## src/rtl/ex_alu_s2_pkg.sv

```systemverilog
// Shared definitions for the second integer-ALU pipeline stage:
// default widths, the hardwired-zero register index and the skid occupancy states.
package ex_alu_s2_pkg;

    localparam int DEFAULT_DATA_W = 64;
    localparam int DEFAULT_RD_W   = 6;

    // Register r0 reads as zero, so writes to it are squashed at capture
    localparam int REG_ZERO_IDX   = 0;

    // Occupancy of the two-entry skid buffer; the skid entry is only ever
    // full while the head entry is also full, so (0,1) has no encoding
    typedef enum logic [1:0] {
        OCC_EMPTY = 2'd0,
        OCC_HEAD  = 2'd1,
        OCC_FULL  = 2'd2
    } occ_e;

endpackage

```

## src/rtl/ex_alu_s2_skid_buf.sv

```systemverilog
// Generic two-entry skid buffer with valid/ready on both sides and a flush.
// in_ready depends only on registered occupancy, so there is no combinational
// path from the downstream ready back to the producer.
module ex_alu_s2_skid_buf
    import ex_alu_s2_pkg::*;
#(
    parameter int WIDTH = 8
) (
    input  logic             clk,
    input  logic             rst_n,
    input  logic             flush,
    input  logic             in_valid,
    output logic             in_ready,
    input  logic [WIDTH-1:0] in_data,
    output logic             out_valid,
    input  logic             out_ready,
    output logic [WIDTH-1:0] head_data,
    output logic             skid_valid,
    output logic [WIDTH-1:0] skid_data
);

    occ_e occ;
    occ_e occ_next;

    logic accept;
    logic pop;
    logic load_head_in;
    logic load_head_skid;
    logic load_skid;

    // Handshake qualifiers; everything is held off while reset is asserted
    assign in_ready   = rst_n & (occ != OCC_FULL);
    assign out_valid  = rst_n & (occ != OCC_EMPTY);
    assign skid_valid = rst_n & (occ == OCC_FULL);
    assign accept     = in_valid & in_ready & ~flush;
    assign pop        = out_valid & out_ready;

    // Occupancy register
    always_ff @(posedge clk) begin
        if (!rst_n) begin
            occ <= OCC_EMPTY;
        end else begin
            occ <= occ_next;
        end
    end

    // Next occupancy and which entry loads what; flush wins over any traffic
    always_comb begin
        occ_next       = occ;
        load_head_in   = 1'b0;
        load_head_skid = 1'b0;
        load_skid      = 1'b0;
        if (flush) begin
            occ_next = OCC_EMPTY;
        end else begin
            case (occ)
                OCC_EMPTY: begin
                    if (accept) begin
                        load_head_in = 1'b1;
                        occ_next     = OCC_HEAD;
                    end
                end
                OCC_HEAD: begin
                    if (accept && pop) begin
                        load_head_in = 1'b1;
                    end else if (accept) begin
                        load_skid = 1'b1;
                        occ_next  = OCC_FULL;
                    end else if (pop) begin
                        occ_next = OCC_EMPTY;
                    end
                end
                OCC_FULL: begin
                    if (pop) begin
                        load_head_skid = 1'b1;
                        occ_next       = OCC_HEAD;
                    end
                end
                default: begin
                    occ_next = OCC_EMPTY;
                end
            endcase
        end
    end

    // Entry payload registers; they need not clear on flush because the
    // valids already hide them
    always_ff @(posedge clk) begin
        if (!rst_n) begin
            head_data <= '0;
            skid_data <= '0;
        end else begin
            if (load_head_in) begin
                head_data <= in_data;
            end else if (load_head_skid) begin
                head_data <= skid_data;
            end
            if (load_skid) begin
                skid_data <= in_data;
            end
        end
    end

endmodule

```

## src/rtl/ex_alu_s2.sv

```systemverilog
// Second integer-ALU stage: registers the stage-1 result with its destination
// tag and write-enable, hands it to writeback through a skid buffer, and
// exposes both buffered entries as forwarding sources.
module ex_alu_s2
    import ex_alu_s2_pkg::*;
#(
    parameter int DATA_W = DEFAULT_DATA_W,
    parameter int RD_W   = DEFAULT_RD_W
) (
    input  logic              clk,
    input  logic              rst_n,
    input  logic              flush,
    input  logic              in_valid,
    output logic              in_ready,
    input  logic [DATA_W-1:0] in_result,
    input  logic [RD_W-1:0]   in_rd,
    input  logic              in_wb_en,
    output logic              out_valid,
    input  logic              out_ready,
    output logic [DATA_W-1:0] out_result,
    output logic [RD_W-1:0]   out_rd,
    output logic              out_wb_en,
    output logic              fwd0_valid,
    output logic [RD_W-1:0]   fwd0_rd,
    output logic [DATA_W-1:0] fwd0_result,
    output logic              fwd1_valid,
    output logic [RD_W-1:0]   fwd1_rd,
    output logic [DATA_W-1:0] fwd1_result
);

    // Entry layout, MSB first: {wb_en, rd, result}
    localparam int ENTRY_W = 1 + RD_W + DATA_W;

    logic               cap_wb_en;
    logic [ENTRY_W-1:0] in_entry;
    logic [ENTRY_W-1:0] head_entry;
    logic [ENTRY_W-1:0] skid_entry;
    logic               skid_valid;

    // r0 is hardwired zero, so a write to it never reaches writeback or the
    // bypass network; the result itself is still carried along
    assign cap_wb_en = in_wb_en & (in_rd != RD_W'(REG_ZERO_IDX));
    assign in_entry  = {cap_wb_en, in_rd, in_result};

    ex_alu_s2_skid_buf #(
        .WIDTH (ENTRY_W)
    ) u_skid (
        .clk        (clk),
        .rst_n      (rst_n),
        .flush      (flush),
        .in_valid   (in_valid),
        .in_ready   (in_ready),
        .in_data    (in_entry),
        .out_valid  (out_valid),
        .out_ready  (out_ready),
        .head_data  (head_entry),
        .skid_valid (skid_valid),
        .skid_data  (skid_entry)
    );

    assign out_wb_en  = head_entry[ENTRY_W-1];
    assign out_rd     = head_entry[DATA_W +: RD_W];
    assign out_result = head_entry[DATA_W-1:0];

    // The consumer prefers fwd1 when both match, since the skid entry is younger
    assign fwd0_valid  = out_valid & head_entry[ENTRY_W-1];
    assign fwd0_rd     = head_entry[DATA_W +: RD_W];
    assign fwd0_result = head_entry[DATA_W-1:0];
    assign fwd1_valid  = skid_valid & skid_entry[ENTRY_W-1];
    assign fwd1_rd     = skid_entry[DATA_W +: RD_W];
    assign fwd1_result = skid_entry[DATA_W-1:0];

endmodule

```

## config.mk

```make
export PLATFORM = sky130hd
export DESIGN_NAME = ex_alu_s2
export DESIGN_NICKNAME = d
export VERILOG_FILES = /design/src/rtl/ex_alu_s2_pkg.sv /design/src/rtl/ex_alu_s2_skid_buf.sv /design/src/rtl/ex_alu_s2.sv
export SDC_FILE = /design/constraint.sdc
export NUM_CORES = 1
export LEC_CHECK = 0
export ABC_AREA = 1
export BUFFER_PORTS_ARGS = -buffer_cell sky130_fd_sc_hd__buf_2
export CAP_MARGIN = 10
export CORE_MARGIN = 2
export CORE_UTILIZATION = 53
export DETAILED_ROUTE_END_ITERATION = 8
export GPL_TIMING_DRIVEN = 0
export PLACE_DENSITY = 0.91
export SLEW_MARGIN = 20
export SYNTH_ARGS = -nofsm -noshare
export SYNTH_HDL_FRONTEND = slang
export SYNTH_SLANG_ARGS = --single-unit
```

## constraint.sdc

```tcl
create_clock -name clk -period 4.05 [get_ports clk]
set_clock_uncertainty 0.2 [all_clocks]
set_input_delay 0.2025 -clock clk [delete_from_list [all_inputs] [get_ports clk]]
set_output_delay 0.2025 -clock clk [all_outputs]
set_load 0.005 [all_outputs]
```

Word-level counts from Yosys, hierarchy flattened --
Index checks and enable logic that the tools add are counted. Widths: inputs -> output; s select.
Storage, ports and cells: output and inout bits 215, register bits after elaboration 144, logic and storage cells 46, bits of input ports 76
Cells by class: mux-type cells 18, reduce and logical (&&, ||, !) cells 7, equality and inequality tests 7, bitwise operators 11
Operators by type and width (number):
- $mux 71 | 2
- $mux 2 | 5
- $and 1x1->1 | 9
- $mux 1 | 9
- $pmux 2 s3 | 1
- $reduce_bool 6->1 | 1
- $ne 2x1->1 const B | 2
- $ne 2x2->1 const B | 2
- $reduce_and 4->1 | 1
- $reduce_bool 2->1 | 2
- $ne 3x1->1 const B | 1
- $eq 2x1->1 const B | 1
- $eq 2x2->1 const B | 1
- $logic_not 2->1 | 1
- $not 1->1 | 2
- $pmux 1 s2 | 1
- $reduce_or 2->1 | 1
- $logic_and 1x1->1 | 1

Depth between registers and ports, before layout --
depth after elaboration 9, depth in mapped cells 10

Modules after synthesis --
A second synthesis with hierarchy kept.
Unflattened totals: cells, all modules 962, area total of the unflattened synthesis 6831.6 µm²
By module, submodules not included:
- ex_alu_s2_skid_buf | area each 6267.3 µm², seq. area each 2882.8 µm², times used 1, cells an instance 882
- ex_alu_s2 | area each 564.3 µm², seq. area each 0.0 µm², times used 1, cells an instance 80

Least setup slack after synthesis --
Ideal clock, no wire load.
kind reg2reg, start point register u_skid.occ[1], end point register u_skid.head_data[17], buffers on the path 2, setup time 0.132 ns, arrival time 1.268 ns, required time 3.718 ns, stages on the path, launching flop included 10, setup slack 2.450 ns, cells stage by stage dfxtp_1 > inv_2 > nand2_1 > nand3_2 > nand2_2 > nand2_2 > buf_6 > buf_2 > nand3_1 > a21oi_1
Between the ends: longest elaborated chain between the ends 9, elaborated cells on any way between the ends 20
Ends and longest elaborated chain:
- from (decl) | RTL line ex_alu_s2_skid_buf.sv:22 | occ_e occ;
- from (signal assigned) | RTL line ex_alu_s2_skid_buf.sv:43 | occ <= occ_next;
- $ne 2x2->1 | RTL line ex_alu_s2_skid_buf.sv:32 | assign in_ready = rst_n & (occ != OCC_FULL);
- $and 1x1->1 | RTL line ex_alu_s2_skid_buf.sv:32
- $and 1x1->1 (2 in a row) | RTL line ex_alu_s2_skid_buf.sv:35 | assign accept = in_valid & in_ready & ~flush;
- $logic_and 1x1->1 | RTL line ex_alu_s2_skid_buf.sv:64 | if (accept && pop) begin
- $mux 1 | RTL line ex_alu_s2_skid_buf.sv:64
- $pmux 1 s2 | RTL line ex_alu_s2_skid_buf.sv:56 | case (occ)
- $mux 1 | RTL line ex_alu_s2_skid_buf.sv:53 | if (flush) begin
- $mux 71 or $reduce_bool 2->1 (tied branches)
- to (signal assigned) | RTL line ex_alu_s2_skid_buf.sv:94 | head_data <= in_data;
- to (signal assigned) | RTL line ex_alu_s2_skid_buf.sv:96 | head_data <= skid_data;
- to (decl) | RTL line ex_alu_s2_skid_buf.sv:17 | output logic [WIDTH-1:0] head_data,
Several ways; a longest one is shown, not always the timed one. A chain may end at the register's enable or synchronous reset.

Final worst setup path --
start point input port flush, end point register u_skid.head_data[45]
Between the ends: longest elaborated chain between the ends 7, elaborated cells on any way between the ends 10
Ends and longest elaborated chain:
- from (decl) | RTL line ex_alu_s2.sv:12 | input logic flush,
- $not 1->1 | RTL line ex_alu_s2_skid_buf.sv:35
- $and 1x1->1 | RTL line ex_alu_s2_skid_buf.sv:35
- $logic_and 1x1->1 | RTL line ex_alu_s2_skid_buf.sv:64
- $mux 1 | RTL line ex_alu_s2_skid_buf.sv:64
- $pmux 1 s2 | RTL line ex_alu_s2_skid_buf.sv:56
- $mux 1 | RTL line ex_alu_s2_skid_buf.sv:53
- $mux 71 or $reduce_bool 2->1 (tied branches)
Several ways; a longest one is shown, not always the timed one.

==> impl_results.md <==
- Run status: completed
- Final instance area: 0.0104 mm²
- Peak Freq: about 0.44 GHz
- Worst path most repeated cell: buf_2
- CTS root buf: clkbuf_16
- DRC errors left: 0
- Area leader, netlist: dfxtp_1
- GR Overflow Total: 0
- DRT iter0 DRCs: 857
- Clock Latency Late Sink: 0.42 ns
- CTS sink cnt: 144
- RSZ-0062 raised after global routing: false
- Worst r2r src: u_skid.occ[1]
- Placed inst area: 0.00903 mm²
- Pin count of the biggest net entering global routing: 17
- Max Fanout on Critical Path: 10
- Distinct cell type count after synthesis: 20
- Drt first pass iters: 5
- Pwr Density: 342 mW/mm²
- Capturing point of the worst reg2reg path: u_skid.occ[1]
- Routed wire per std cell: 16.0 µm
- Number of fill cells: 895
- Worst setup path startpoint: flush
- Worst EP required: roughly 4 ns
- TritonCTS buffer count: 17
- Ratio of cells with drive above 1 in the final layout: 35.3%
- # hold bufs at CTS: 74
- IO buf count: 290
- Maxcap violations: 0
- Antenna violations before repair: 0
- Setup repair bufs after CTS: 0
- Synth area leaders: dfxtp_1 39%, buf_4 14%, nand2_1 11%
- CTS clock-pin slew for the worst setup and hold paths: 0.06 ns
- PostCTS Resize Cnt: 0
- H-tree depth: 4
- Crit path max-delay cell type: dlygate4sd3_1
- Max incr delay on CP: 0.55 ns
- Critical Path Sink Type: flip-flop
- Leakage: around 5.3 nW
- Critical-path cell list: dlygate4sd3_1, buf_2, nor2_1, nand2_1, nor2_4, nand2_2, buf_6, buf_2, nand3_1, a21oi_1
- Number of global-route vias before repair: 7,781
- Chip width: 122 µm
- CTS max path bufs: 2
- N_diodes: 0
- Top-area cell type share of the netlist area: 39.2%
- Mean post-synth cell area: approximately 7.1 µm²
- Total track usage: 33.5%
- Nets@finish: roughly 1.5k
- Final Cycle Share: 56.5%
- Die Y: 122 µm
- Worst Max-Slew Pin Slew: 0.682 ns
- Synth Register Bits: 144
- Seq/Total Area, Yosys: 39.2%
- Initial Util: 53.6%
- Synth warnings: 0
- Hpwl dp: 16,700 µm
- Max_slew headroom: 54.6%
- First-pass GRT wire length: 38,900 µm
- Final setup TNS: 0 ns
- CP startpoint kind: input port
- Final min period: 2.29 ns
- Row cnt: between 40 and 50
- Full die area: 0.0148 mm²
- RePlAce Congestion: 0.892
- VDD IR max: 0.000245 V
- CP Data Arrival Time: around 2.4 ns
- ANT nets after route: 0
- Final setup fails: 0
- Core footprint: about 0.014 mm²
- Via Count: approximately 8.5k
- R2r setup slk: about 1.8 ns
- Total Routed Length: 25,700 µm
- Synth Cell Area: 0.00736 mm²
- HP Class: in -> reg
- Max Slew Vio Count: 0
- CTS tree: built
- Top Ports: 291
- Reg2Reg Depth: 7
- Post-Synthesis Cells: 1,030
- Area Growth Syn to Fin: 41.1%
- Hold Fails Final Rpt: 0
- Net count after synthesis: 1,106
- Crit path to: u_skid.head_data[45]
- Crit path kind: in -> reg
- Via/cell ratio: around 5.3
per-stage QoR:
step	setup slack [ns]	util, %	total power [mW]	instances	hold slack (ns)
2_1_floorplan	2.45	-	1.71	1030	0.167
3_3_place_gp	1.87	65.8	1.87	1500	0.262
3_5_place_dp	1.86	65.8	1.88	1500	0.272
4_1_cts	1.81	75.6	3.53	1606	0.0149
5_1_grt	1.61	75.6	3.65	1606	0.0379
6_report	1.76	75.6	3.55	1606	0.0275
kinds of logic after synthesis:
family	after synthesis	synth area share [%]
AND/OR/NAND/NOR	521	31.9
AO/OA/AOI/OAI	145	9.88
buffers and inverters	220	19.1
flip-flops	144	39.2
cells in the mapped netlist:
cell / number
and3_1: 1
nand3_2: 1
nand3_1: 73
dfxtp_1: 144
clkbuf_1: 25
o21ai_0: 70
nand2_1: 220
nand4_1: 2
a31oi_1: 1
buf_1: 13
inv_2: 5
nand2_2: 2
nor2_1: 150
nand3b_1: 70
buf_2: 35
a21oi_1: 74
buf_6: 1
inv_1: 1
buf_4: 140
nor2_4: 2
area by class of cell:
class,count,area [µm²],area share [%]
clock buffers,21,440,4.24
inverters,6,22.5,0.217
flip-flops and latches,144,2880,27.8
clock inverters,11,164,1.58
repair buffers,364,2190,21.1
plain buffers,214,1380,13.3
well taps,180,225,2.17
multi-input cells,666,3070,29.6
per-layer routing:
| layer | track usage (%) | up-vias | part of all wire (%) |
|---|---|---|---|
| met3 | 7.87 | 105 | 8.1 |
| met2 | 58.3 | 500 | 50 |
| met4 | 17.2 | 0 | 4.0 |
| met1 | 38.1 | 3939 | 38 |
| li1 | - | 3970 | - |
| met5 | 0 | - | 0 |
sequential cells by signal (all words and copies together) (netlist names):
signal            count
u_skid.occ            2
u_skid.head_data     71
u_skid.skid_data     71
critical path, delay by kind of cell:
kind,cells,cell delay [ns]
buffers and inverters,4,1.13
AOI/OAI and AO/OA,1,0.10
and+or+nand+nor,5,0.91
cell usage in the layout, fill, tap and decap left out, types with 2 or more instances in the layout:
cell and instances:
a21oi_1 74, buf_1 13, buf_2 325, buf_4 140, bufinv_16 4, clkbuf_1 29, clkbuf_16 17, clkinv_2 4
clkinvlp_4 2, dfxtp_1 144, dlygate4sd3_1 74, inv_2 5, nand2_1 220, nand2_2 2, nand3_1 73, nand3b_1 70
nand4_1 2, nor2_1 150, nor2_4 2, o21ai_0 70
worst min-delay path by stage:
stage | startpoint | end | slack, ns | depth (start not counted)
6_report | in_wb_en | u_skid.skid_data[70] | 0.03 | 5
5_1_grt | in_valid | u_skid.occ[0] | 0.04 | 4
4_1_cts | in_valid | u_skid.occ[0] | 0.01 | 4
3_5_place_dp | in_result[29] | u_skid.skid_data[29] | 0.27 | 3
3_3_place_gp | in_result[7] | u_skid.skid_data[7] | 0.26 | 3
2_1_floorplan | in_result[10] | u_skid.skid_data[10] | 0.17 | 2
where the power goes:
part	total, mW	switching [mW]	internal, mW	leakage [nW]
Clock	1.63	0.602	1.03	0.291
Sequential	1.49	0.0359	1.46	1.17
Combinational	0.430	0.202	0.228	3.83
(Power assumes the default switching activity.)
